--- src/rtl/timer_pkg.sv ---
// Shared definitions for the timer slice: FSM state encoding, BCD digit limits,
// digit positions on the 24-bit {m1,m0,s1,s0,c1,c0} bus and preset clamping.
package timer_pkg;

    typedef enum logic [1:0] {
        IDLE  = 2'd0,
        RUN   = 2'd1,
        PAUSE = 2'd2,
        DONE  = 2'd3
    } state_e;

    localparam logic [3:0] BCD_MAX      = 4'd9;
    localparam logic [3:0] SEC_TENS_MAX = 4'd5;

    localparam int unsigned DIG_C0     = 0;
    localparam int unsigned DIG_C1     = 1;
    localparam int unsigned DIG_S0     = 2;
    localparam int unsigned DIG_S1     = 3;
    localparam int unsigned DIG_M0     = 4;
    localparam int unsigned DIG_M1     = 5;
    localparam int unsigned NUM_DIGITS = 6;

    // Minute tens keeps the full BCD range; the minute ceiling is enforced by saturation.
    localparam logic [23:0] DIGIT_LIMITS = {BCD_MAX, BCD_MAX, SEC_TENS_MAX,
                                            BCD_MAX, BCD_MAX, BCD_MAX};

    function automatic logic [3:0] clamp_digit(input logic [3:0] d, input logic [3:0] lim);
        return (d > lim) ? lim : d;
    endfunction

    function automatic logic [15:0] clamp_preset(input logic [15:0] p,
                                                 input logic [7:0]  max_min_bcd);
        logic [7:0] mins;
        logic [3:0] s1;
        logic [3:0] s0;
        mins = {clamp_digit(p[15:12], BCD_MAX), clamp_digit(p[11:8], BCD_MAX)};
        s1   = clamp_digit(p[7:4], SEC_TENS_MAX);
        s0   = clamp_digit(p[3:0], BCD_MAX);
        // Valid BCD compares correctly as plain unsigned.
        if (mins > max_min_bcd) begin
            mins = max_min_bcd;
        end
        return {mins, s1, s0};
    endfunction

endpackage

--- src/rtl/bcd_digit_counter.sv ---
// Single BCD digit with configurable wrap limit, inc/dec enables, synchronous
// load and combinational carry/borrow out for chaining.
module bcd_digit_counter #(
    parameter logic [3:0] LIMIT = 4'd9
) (
    input  logic       clk_i,
    input  logic       rst_i,
    input  logic       load_i,
    input  logic [3:0] load_val_i,
    input  logic       inc_i,
    input  logic       dec_i,
    output logic [3:0] q_o,
    output logic       carry_o,
    output logic       borrow_o
);

    logic [3:0] q_q;
    logic [3:0] q_d;

    always_comb begin
        q_d = q_q;
        if (load_i) begin
            q_d = load_val_i;
        end else if (inc_i) begin
            q_d = (q_q >= LIMIT) ? 4'd0 : q_q + 4'd1;
        end else if (dec_i) begin
            q_d = (q_q == 4'd0) ? LIMIT : q_q - 4'd1;
        end
    end

    always_ff @(posedge clk_i) begin
        if (rst_i) begin
            q_q <= '0;
        end else begin
            q_q <= q_d;
        end
    end

    assign q_o      = q_q;
    assign carry_o  = inc_i && (q_q >= LIMIT);
    assign borrow_o = dec_i && (q_q == 4'd0);

endmodule

--- src/rtl/timer_sequencer.sv ---
// Run/stop/mode sequencer for the stopwatch/countdown timer with BCD mm:ss.cc.
// Optional LAP_HOLD_EN: btn_clear in stopwatch RUN freezes/releases the display.
module timer_sequencer
    import timer_pkg::*;
#(
    parameter int unsigned MAX_MIN  = 59,
    parameter int unsigned PRESET_W = 16
) (
    input  logic                CLK_50MHz,
    input  logic                rst,
    input  logic                tick_100Hz,
    input  logic                btn_start,
    input  logic                btn_clear,
    input  logic                btn_mode,
    input  logic [PRESET_W-1:0] preset,
    output logic                mode_cd,
    output logic [23:0]         digits,
    output logic                running,
    output logic                expired
`ifdef LAP_HOLD_EN
    ,
    output logic                lap_active
`endif
);

    localparam logic [7:0]  MAX_MIN_BCD = {4'(MAX_MIN / 10), 4'(MAX_MIN % 10)};
    localparam logic [23:0] MAX_COUNT   = {MAX_MIN_BCD, 16'h5999};

    state_e      state_q, state_d;
    logic        mode_q, mode_d;
    logic        load;
    logic [23:0] load_val;
    logic [23:0] preset_cd;
    logic [23:0] count;
    logic        step_up, step_dn;
    logic [5:0]  carry, borrow;
    logic        at_zero, at_one_cs, at_max;

    assign preset_cd = {clamp_preset(preset, MAX_MIN_BCD), 8'h00};
    assign at_zero   = (count == '0);
    assign at_one_cs = (count == 24'h000001);
    assign at_max    = (count == MAX_COUNT);

`ifdef LAP_HOLD_EN
    logic        lap_q, lap_d;
    logic        lap_capture;
    logic [23:0] lap_digits_q;
`endif

    always_comb begin
        state_d  = state_q;
        mode_d   = mode_q;
        load     = 1'b0;
        load_val = mode_q ? preset_cd : '0;
        step_up  = 1'b0;
        step_dn  = 1'b0;
`ifdef LAP_HOLD_EN
        lap_d       = lap_q;
        lap_capture = 1'b0;
`endif
        unique case (state_q)
            IDLE: begin
                if (btn_clear) begin
                    load = 1'b1;
                end else if (btn_start) begin
                    if (!(mode_q && at_zero)) begin
                        state_d = RUN;
                    end
                end else if (btn_mode) begin
                    mode_d   = !mode_q;
                    load     = 1'b1;
                    load_val = mode_q ? '0 : preset_cd;
                end
            end
            RUN: begin
                if (btn_clear) begin
`ifdef LAP_HOLD_EN
                    if (!mode_q) begin
                        lap_d       = !lap_q;
                        lap_capture = !lap_q;
                    end else begin
                        state_d = IDLE;
                        load    = 1'b1;
                    end
`else
                    state_d = IDLE;
                    load    = 1'b1;
`endif
                end else if (btn_start) begin
                    state_d = PAUSE;
                end else if (tick_100Hz) begin
                    if (mode_q) begin
                        step_dn = !at_zero;
                        if (at_zero || at_one_cs) begin
                            state_d = DONE;
                        end
                    end else begin
                        step_up = !at_max;
                    end
                end
            end
            PAUSE: begin
                if (btn_clear) begin
                    state_d = IDLE;
                    load    = 1'b1;
                end else if (btn_start) begin
                    state_d = RUN;
                end
            end
            DONE: begin
                if (btn_clear || btn_start) begin
                    state_d = IDLE;
                    load    = 1'b1;
                end
            end
            default: state_d = IDLE;
        endcase
`ifdef LAP_HOLD_EN
        if (state_d == IDLE) begin
            lap_d = 1'b0;
        end
`endif
    end

    always_ff @(posedge CLK_50MHz) begin
        if (rst) begin
            state_q <= IDLE;
            mode_q  <= 1'b0;
        end else begin
            state_q <= state_d;
            mode_q  <= mode_d;
        end
    end

    for (genvar i = 0; i < NUM_DIGITS; i++) begin : g_digit
        bcd_digit_counter #(
            .LIMIT(DIGIT_LIMITS[4*i +: 4])
        ) u_digit (
            .clk_i     (CLK_50MHz),
            .rst_i     (rst),
            .load_i    (load),
            .load_val_i(load_val[4*i +: 4]),
            .inc_i     ((i == 0) ? step_up : carry[(i == 0) ? 0 : i-1]),
            .dec_i     ((i == 0) ? step_dn : borrow[(i == 0) ? 0 : i-1]),
            .q_o       (count[4*i +: 4]),
            .carry_o   (carry[i]),
            .borrow_o  (borrow[i])
        );
    end

    // Minute-tens carry/borrow never fires: saturation and DONE stop the chain first.
    logic unused_chain_top;
    assign unused_chain_top = carry[DIG_M1] ^ borrow[DIG_M1];

`ifdef LAP_HOLD_EN
    always_ff @(posedge CLK_50MHz) begin
        if (rst) begin
            lap_q        <= 1'b0;
            lap_digits_q <= '0;
        end else begin
            lap_q <= lap_d;
            if (lap_capture) begin
                lap_digits_q <= count;
            end
        end
    end

    assign lap_active = lap_q;
    assign digits     = lap_q ? lap_digits_q : count;
`else
    assign digits     = count;
`endif

    assign mode_cd = mode_q;
    assign running = (state_q == RUN);
    assign expired = (state_q == DONE);

endmodule

--- config.mk ---
export PLATFORM = sky130hd
export DESIGN_NAME = timer_sequencer
export DESIGN_NICKNAME = d
export VERILOG_FILES = /design/src/rtl/timer_pkg.sv /design/src/rtl/bcd_digit_counter.sv /design/src/rtl/timer_sequencer.sv
export SDC_FILE = /design/constraint.sdc
export NUM_CORES = 1
export LEC_CHECK = 0
export CAP_MARGIN = 5
export CORE_UTILIZATION = 50
export CTS_CLUSTER_DIAMETER = 120
export DETAILED_ROUTE_END_ITERATION = 10
export GPL_ROUTABILITY_DRIVEN = 0
export GPL_TIMING_DRIVEN = 0
export PLACE_DENSITY = 0.75
export SYNTH_ARGS = -nofsm -noshare
export SYNTH_HDL_FRONTEND = slang
export SYNTH_HIERARCHICAL = 1
export SYNTH_SLANG_ARGS = --single-unit
--- constraint.sdc ---
create_clock -name CLK_50MHz -period 5.7 [get_ports CLK_50MHz]
set_input_delay 0.855 -clock CLK_50MHz [delete_from_list [all_inputs] [get_ports CLK_50MHz]]
set_output_delay 0.855 -clock CLK_50MHz [all_outputs]
set_load 0.01 [all_outputs]
---- Word level (Yosys, flattened, before mapping) ----
Cells that the tools add are included.
cells by class
  $add $sub $neg .......................... 12
  order comparisons ....................... 11
  equality and inequality tests ........... 13
  multiplexer cells ....................... 69
  bitwise operators ....................... 2
  reduce and logical (&&, ||, !) cells .... 33
operator list
  kind                                                            count
  2-to-1 mux 24 bit                                               6
  2-to-1 mux 4 bit                                                34
  adder 4 x 1 -> 4 bit (second input constant)                    6
  == test 24 x 1 -> 1 bit (second input constant)                 1
  == test 24 x 23 -> 1 bit (second input constant)                1
  zero test 24 bit                                                1
  zero test 4 bit                                                 6
  subtractor 4 x 1 -> 4 bit (second input constant)               6
  2-to-1 mux 2 bit                                                11
  >= comparator 4 bit (second input constant)                     5
  nonzero test 3 bit                                              6
  2-to-1 mux 1 bit                                                15
  greater-than comparator 4 bit (second input constant)           3
  logical AND 1 bit                                               11
  greater-than comparator 8 x 7 -> 1 bit (second input constant)  1
  2-to-1 mux 8 bit                                                1
  inequality test 4 x 3 -> 1 bit (second input constant)          2
  case mux 2 bit (4 select lines)                                 1
  AND reduction 8 bit                                             1
  inequality test 2 bit (second input constant)                   3
  == test 2 bit (second input constant)                           2
  >= comparator 4 x 3 -> 1 bit (second input constant)            1
  greater-than comparator 4 x 3 -> 1 bit (second input constant)  1
  inequality test 4 bit (second input constant)                   1
  10 further kinds                                                14
word-level totals
  bits in registers ....................... 27
  input port bits ......................... 22
  word-level logic and storage cells ...... 148

---- Logic depth before layout (Yosys ltp) ----
Gate-level depths: netlist of run 1.
  depth after elaboration ................. 15
  mapped depth ............................ 24

---- By module ----
Netlist of run 1, hierarchy kept.
by module, submodules not included
  module                                       instances  cells an instance  area each (sq um)  seq. area each (sq um)
  bcd_digit_counter at g_digit[0].u_digit ...  5          60                 455.4              80.1
  timer_sequencer                              1          83                 589.3              60.1
  bcd_digit_counter at g_digit[3].u_digit      1          55                 426.7              80.1

---- Worst setup path before layout of run 1 ----
No wires, ideal clock.
  path type ............................... input port to flip-flop
  start ................................... input port btn_start
  end ..................................... register g_digit[5].u_digit.q_q[2]
  setup time .............................. 101 ps
  arrival time ............................ 4580 ps
  path slack .............................. 1019 ps
  cell stages on the path ................. 23
  buffers on the path ..................... 6
  cells stage by stage .................... nor2_1 nand3_1 nor3_1 clkbuf_1 nand2_1 nor2b_4 clkbuf_1 nand2_1 nor2b_4 clkbuf_1 nand2_1 nor2b_4 buf_6 inv_1 nor2_1 clkbuf_1 nand2_1 nor2b_4 clkbuf_1 nand2_1 a211oi_1 a211oi_1 o41ai_1
on the way
  cells in the longest elaborated chain, start to end .. 10
RTL lines
  item                   line                     text
  start, declared        timer_sequencer.sv:12    input logic btn_start,
  2-to-1 mux 1 bit (*)   timer_sequencer.sv:89    end else if (btn_start) begin
  2-to-1 mux 1 bit (*)   timer_sequencer.sv:76    if (btn_clear) begin
  2-to-1 mux 1 bit (*)   timer_sequencer.sv:61    unique case (state_q)
  net step_up            timer_sequencer.sv:35    logic step_up, step_dn;
  logical AND 1 bit (*)  bcd_digit_counter.sv:40  assign carry_o = inc_i && (q_q >= LIMIT);
  net carry[0]           timer_sequencer.sv:36    logic [5:0] carry, borrow;
  logical AND 1 bit (*)  bcd_digit_counter.sv:40
  net carry[1]           timer_sequencer.sv:36
  logical AND 1 bit (*)  bcd_digit_counter.sv:40
  net carry[2]           timer_sequencer.sv:36
  logical AND 1 bit (*)  bcd_digit_counter.sv:40
  net carry[3]           timer_sequencer.sv:36
  logical AND 1 bit (*)  bcd_digit_counter.sv:40
  net carry[4]           timer_sequencer.sv:36
  2-to-1 mux 4 bit       bcd_digit_counter.sv:24  end else if (inc_i) begin
  2-to-1 mux 4 bit       bcd_digit_counter.sv:22  if (load_i) begin
  end signal, assigned   bcd_digit_counter.sv:35  q_q <= q_d;
  end, declared          bcd_digit_counter.sv:17  logic [3:0] q_q;
Mark *: on every way through the listed nets, which the timed path passes. The rest lies on a longest branch.
A chain may end at the register's enable or synchronous reset.

---- Worst setup path after layout of run 1 ----
  start ................................... input port btn_clear
  end ..................................... register g_digit[5].u_digit.q_q[2]
on the way
  cells in the longest elaborated chain, start to end .. 9
RTL lines
  item                   line                     text
  start, declared        timer_sequencer.sv:13    input logic btn_clear,
  2-to-1 mux 1 bit (*)   timer_sequencer.sv:76
  2-to-1 mux 1 bit (*)   timer_sequencer.sv:61
  net step_up            timer_sequencer.sv:35
  logical AND 1 bit (*)  bcd_digit_counter.sv:40
  net carry[0]           timer_sequencer.sv:36
  logical AND 1 bit (*)  bcd_digit_counter.sv:40
  net carry[1]           timer_sequencer.sv:36
  logical AND 1 bit (*)  bcd_digit_counter.sv:40
  net carry[2]           timer_sequencer.sv:36
  logical AND 1 bit (*)  bcd_digit_counter.sv:40
  net carry[3]           timer_sequencer.sv:36
  logical AND 1 bit (*)  bcd_digit_counter.sv:40
  net carry[4]           timer_sequencer.sv:36
  2-to-1 mux 4 bit       bcd_digit_counter.sv:24
  2-to-1 mux 4 bit       bcd_digit_counter.sv:22
Marks and branches as above.

==> results of run 1 <==
[final timing paths]
kind / from / to / slack [ns]
worst max-delay path: btn_clear / g_digit[5].u_digit/q_o[2] / 0.60
worst min-delay path: state_q[0] / state_q[0] / 0.54
worst max register to register: state_q[1] / g_digit[5].u_digit/q_o[2] / 1.16
worst min register to register: state_q[0] / state_q[0] / 0.54
[critical path: stages]
cell             delay, ns
clkdlybuf4s50_1       0.48
nor2_1                0.19
nand3_1               0.15
nor3_1                0.21
clkbuf_2              0.26
nand2_1               0.14
nor2b_4               0.26
nand2_1               0.15
nor2b_4               0.29
nand2_1               0.16
nor2b_4               0.14
buf_6                 0.14
inv_1                 0.08
nor2_1                0.14
clkbuf_2              0.24
nand2_1               0.13
nor2b_4               0.13
clkbuf_1              0.33
nand2_1               0.10
a211oi_1              0.22
a211oi_1              0.09
o41ai_1               0.37
[timing repair]
item,4_1_cts,5_1_grt
gates resized for setup,0,4
cloned,0,0
setup endpoints to repair,1,4
[power breakdown]
| part | switching (mW) | internal (mW) |
|---|---|---|
| clock network | 0.0663 | 0.0503 |
| logic | 0.406 | 0.419 |
| registers | 0.0986 | 0.232 |
| total | 0.570 | 0.701 |
[area by class of cell]
cell class / instances / area share [%]
tap: 77 / 2.43
inverter: 39 / 3.69
clock buffer: 4 / 1.14
multi-input combinational: 356 / 61.9
timing repair buffer: 49 / 12.8
buffer: 22 / 4.45
sequential: 27 / 13.6
[sequential cells by signal, indices dropped and copies added, names as in the netlist]
| name | cells |
|---|---|
| g_digit.u_digit/q_o | 24 |
| mode_cd | 1 |
| state_q | 2 |
[cells in the final DEF (no fill, tap or decap), types with 2 or more instances in the layout]
cell type	count
a211oi_1	13
a21oi_1	39
a221oi_2	5
a31oi_1	11
and2_1	3
buf_6	12
clkbuf_1	8
clkbuf_2	3
clkbuf_8	3
clkdlybuf4s50_1	48
conb_1	10
dfxtp_1	27
ha_1	29
inv_1	39
mux2_2	2
nand2_1	20
nand2b_1	11
nand3_1	4
nand3b_1	3
nand4_1	8
nor2_1	32
nor2b_1	12
nor2b_4	5
nor3_1	23
nor3b_1	8
nor4_1	3
nor4_4	3
nor4b_1	5
o21a_1	6
o21ai_0	24
o21ai_1	17
o21ba_2	5
o22ai_1	7
o31a_1	2
o31ai_1	2
o41ai_1	5
or2b_1	5
or3_1	5
or3b_1	10
or3b_4	5
[per-layer routing]
| layer | part of all wire, % | wire length (um) |
|---|---|---|
| met1 | 49 | 4200 |
| met2 | 48 | 4070 |
| met3 | 2.8 | 240 |
| met4 | 0.50 | 43 |
| met5 | 0 | 0 |
[per-stage QoR]
| stage | std cells | hold slack (ns) | setup slack (ns) | power, mW | setup TNS (ns) |
|---|---|---|---|---|---|
| finish | 574 | 0.537 | 0.600 | 1.27 | 0 |
| global route | 574 | 0.563 | 0.178 | 1.38 | 0 |
| CTS | 575 | 0.538 | 0.0366 | 1.27 | 0 |
| detailed placement | 572 | 0.522 | -0.452 | 1.15 | -0.879 |
| global placement | 571 | 0.504 | -0.427 | 1.13 | -0.668 |
| floorplan | 446 | 0.476 | 1.02 | 0.902 | 0 |
==> run metrics, run 1 <==
Most Crowded Layer GR=met2; Hold Fails Final Rpt=0; worst relative slew slack=35.2%; Max Cap Violations=0; yosys warns=6; Setup crit start kind=primary input; Setup crit end kind=flip-flop; largest net degree at the start of global routing=21; syn avg cell area=7.53 um2; share of layout cells above drive strength 1=9.86%; Max H-tree Level=1; synthesized area=3290 um2; Lkg Pwr=1.44 nW; maximum vdd drop=0.165 mV; fin. max-slew vios=0; Die X-Extent=83.1 um; CP Class=primary input to flip-flop; cts bufs inserted=3; Die Y=83.1 um; clock-pin slew on the worst setup and hold paths=0.10 ns; Worst-Margin Slew=0.969 ns; worst r2r path cells=22; M1 GR Usage=34.4%; clk_skew=0.00615 ns; nets=549; GRT overflow=0; TritonCTS clock tree=yes; Starting DRT DRC Count=146; Routed WL=8550 um; first-pass GRT wire length=14500 um; die area=6910 um2; vias per inst=5.89; CTS sink cnt=27; RSZ-0062 raised after global routing=no; Root Buffer=clkbuf_8; Sequential Area=541 um2; met3 Resource Use GR=2.29%; worst-path fanout max=11; via count=3378; fin area=3970 um2; Cell Rows=29; Hold Path Stages=2; setup violators final=0; core area=6350 um2; Initial Utilization=51.8%; ant diodes=0; DRC=0; Finished Core Util=62.5%; Skew-Pair Late Insertion Delay=0.28 ns; I/O Buffers=48; fin crit share=89.5%; Global Route Usage Sum=24.8%; HP Class=flip-flop to flip-flop; initial antenna violation count=0; met2 GRT Util=41.9%; maximum clock frequency=196 MHz; Pwr Density=321 nW/um2; synthesis-to-finish area growth=20.6%; Worst Path Required=5.87 ns; routed len/inst=14.9 um; Cell Area, Placed=3930 um2; DR pass1 iterations=4; post-CTS setup buffer count=0; clk buf depth=2; Filler Cell Count=588; status=finished, final reports clean; # hold bufs at CTS=0; Post-DRT Antenna Nets=0; vias in the first global route=3134; area of the multi-input gates=2450 um2; min cycle time layout=5.10 ns; Mapped Cells=437; DP HPWL=6490 um; IO Count=49; Critical Path AT=5.27 ns
No activity file was read; power rests on OpenSTA's default activity.
==> inputs of run 2 (changes only) <==
Settings changed: CORE_MARGIN set to 2.
==> run metrics, run 2 (same netlist as run 1, synthesis figures left out) <==
DRC=0 (unchanged); routed len/inst=15.0 um (+0.88%); first-pass GRT wire length=14600 um (+0.72%); Psw=0.569 mW (-0.23%); Worst Hold Launch=state_q[0]; Worst-Margin Slew=0.849 ns (-0.120 ns); worst relative slew slack=42.8% (+7.6 points); setup violators final=0 (unchanged); clock-pin slew on the worst setup and hold paths=0.10 ns (about the same); largest net degree at the start of global routing=39 (+86%); Cell Rows=29 (unchanged); clk_skew=0.00270 ns (-0.00346 ns); via count=3405 (+0.80%); Routed WL=8610 um (+0.70%); Global Route Usage Sum=23.8% (-1.0 points); maximum clock frequency=192 MHz (-2.0%); TritonCTS clock tree=yes; clk buf depth=2 (unchanged); DR pass1 iterations=5 (+1); max reg flops=24 (unchanged); core area=6350 um2 (unchanged); WHS Endpoint=state_q[0]; Post-DRT Antenna Nets=0 (unchanged); fin. max-slew vios=0 (unchanged); Die X-Extent=85.1 um (+2.4%); Hold Fails Final Rpt=0 (unchanged); Finished Layout Cells=573 (-0.17%); Lkg Pwr=1.43 nW (-0.88%); Placed Instances=571 (-0.17%); Hold Path Stages=2 (unchanged); clock share of power=9.3% (about the same); IO Count=49 (unchanged); most frequent cells in the layout=47 x clkdlybuf4s50_1, 39 x inv_1, 39 x a21oi_1; nets=548 (-0.18%); I/O Buffers=48 (unchanged); worst-path fanout max=11 (unchanged); worst r2r path cells=22 (unchanged); CP Class=primary input to flip-flop; r2r setup slk=1.11 ns (-0.05 ns); Pwr Density=322 nW/um2 (+0.52%); Finished Core Util=62.0% (-0.51 points); Critical Path AT=5.37 ns (+0.10 ns); status=finished, final reports clean; synthesis-to-finish area growth=19.6%; Worst Path Required=5.87 ns (about the same); share of layout cells above drive strength 1=9.88% (+0.020 points); Starting DRT DRC Count=257 (+76%); most common cell after layout, fill and taps aside=clkdlybuf4s50_1; sw frac=44.9% (about the same); CTS sink cnt=27 (unchanged); ant diodes=0 (unchanged); Die Y=85.1 um (+2.4%); Reg power frac=25.7% (-0.3 points); initial antenna violation count=0 (unchanged); Logic pwr share=65.0% (+0.2 points); Skew-Pair Late Insertion Delay=0.28 ns (about the same); RSZ-0062 raised after global routing=no; Setup crit start kind=primary input; Setup crit end kind=flip-flop; pre-CTS setup slack=-0.475 ns (-0.0231 ns); fin crit share=91.3% (+1.8 points); cts bufs inserted=3 (unchanged); Max H-tree Level=1 (unchanged); GRT overflow=0 (unchanged); RR Endpoint=g_digit[5].u_digit/q_o[2]; vias in the first global route=3164 (+0.96%); Max Cap Violations=0 (unchanged); Initial Utilization=51.8% (unchanged); vias per inst=5.94 (+0.98%); r2r startpoint=state_q[1]; HP Class=flip-flop to flip-flop; die area=7240 um2 (+4.9%); Final WS setup=0.496 ns (-0.103 ns); Root Buffer=clkbuf_8; post-CTS setup buffer count=0 (unchanged); min cycle time layout=5.20 ns (+0.103 ns); # hold bufs at CTS=0 (unchanged); Filler Cell Count=604 (+2.7%); maximum vdd drop=0.183 mV (+11%); Internal=0.699 mW (-0.36%); DP HPWL=6500 um (+0.15%)
-- run 2: how the worst max path moves through the flow --
stage	startpoint	endpoint	slack, ns	cells after the start
2_1_floorplan	btn_start	g_digit[5].u_digit/q_o[2]	1.02	23
3_3_place_gp	btn_clear	g_digit[5].u_digit/q_o[2]	-0.38	24
3_5_place_dp	btn_clear	g_digit[5].u_digit/q_o[2]	-0.48	24
4_1_cts	btn_clear	g_digit[5].u_digit/q_o[2]	0.04	23
5_1_grt	btn_clear	g_digit[5].u_digit/q_o[2]	0.07	22
6_report	btn_clear	g_digit[5].u_digit/q_o[2]	0.50	22
-- run 2: metal layers --
layer	share of wire, %	vias up	GRT usage, %
met2	49	103	41.0
met1	46	1585	32.3
li1	-	1700	-
met4	1.7	0	6.20
met3	3.5	17	1.26
met5	0	-	0
-- run 2: power by group through the flow --
stage	clock, mW	combinational [mW]	sequential, mW
2_1_floorplan	0	0.577	0.324
3_3_place_gp	0	0.799	0.330
5_1_grt	0.129	0.910	0.337
6_report	0.118	0.824	0.326
3_5_place_dp	0	0.811	0.330
4_1_cts	0.120	0.817	0.326
-- run 2: critical path, cell delays in order --
cell and delay, ns:
clkdlybuf4s50_1 0.50, nor2_1 0.22, nand3_1 0.14, nor3_1 0.20, clkbuf_2 0.25, nand2_1 0.14
nor2b_4 0.12, clkbuf_1 0.33, nand2_1 0.17, nor2b_4 0.29, nand2_1 0.16, nor2b_4 0.14
buf_6 0.14, inv_1 0.09, nor2_1 0.18, clkbuf_2 0.25, nand2_1 0.13, nor2b_4 0.26
nand2_1 0.08, a211oi_1 0.22, a211oi_1 0.08, o41ai_1 0.40
-- run 2: layout make-up --
cell class                 count  area [um2]  share of cell area, %
multi-input combinational    356        2450                   62.4
sequential                    27         541                   13.7
timing repair buffer          48         475                   12.1
buffer                        22         176                   4.48
inverter                      39         146                   3.72
tap                           77        96.3                   2.45
clock buffer                   4        45.0                   1.14
-- run 2: per-stage QoR --
step                      instance area, um2  TNS [ns]  hold WS (ns)  power [mW]
after floorplan                         3320         0         0.476       0.902
after global placement                  3900    -0.526         0.507        1.13
after detailed placement                3890    -0.840         0.515        1.14
after CTS                               3940         0         0.546        1.26
after global routing                    3940         0         0.575        1.38
final                                   3940         0         0.552        1.27
-- run 2: what timing repair did --
item                       in CTS  in global routing
cloned                          0                  0
pin swaps                       0                  0
gates resized for setup         0                  4
setup endpoints to repair       1                  4
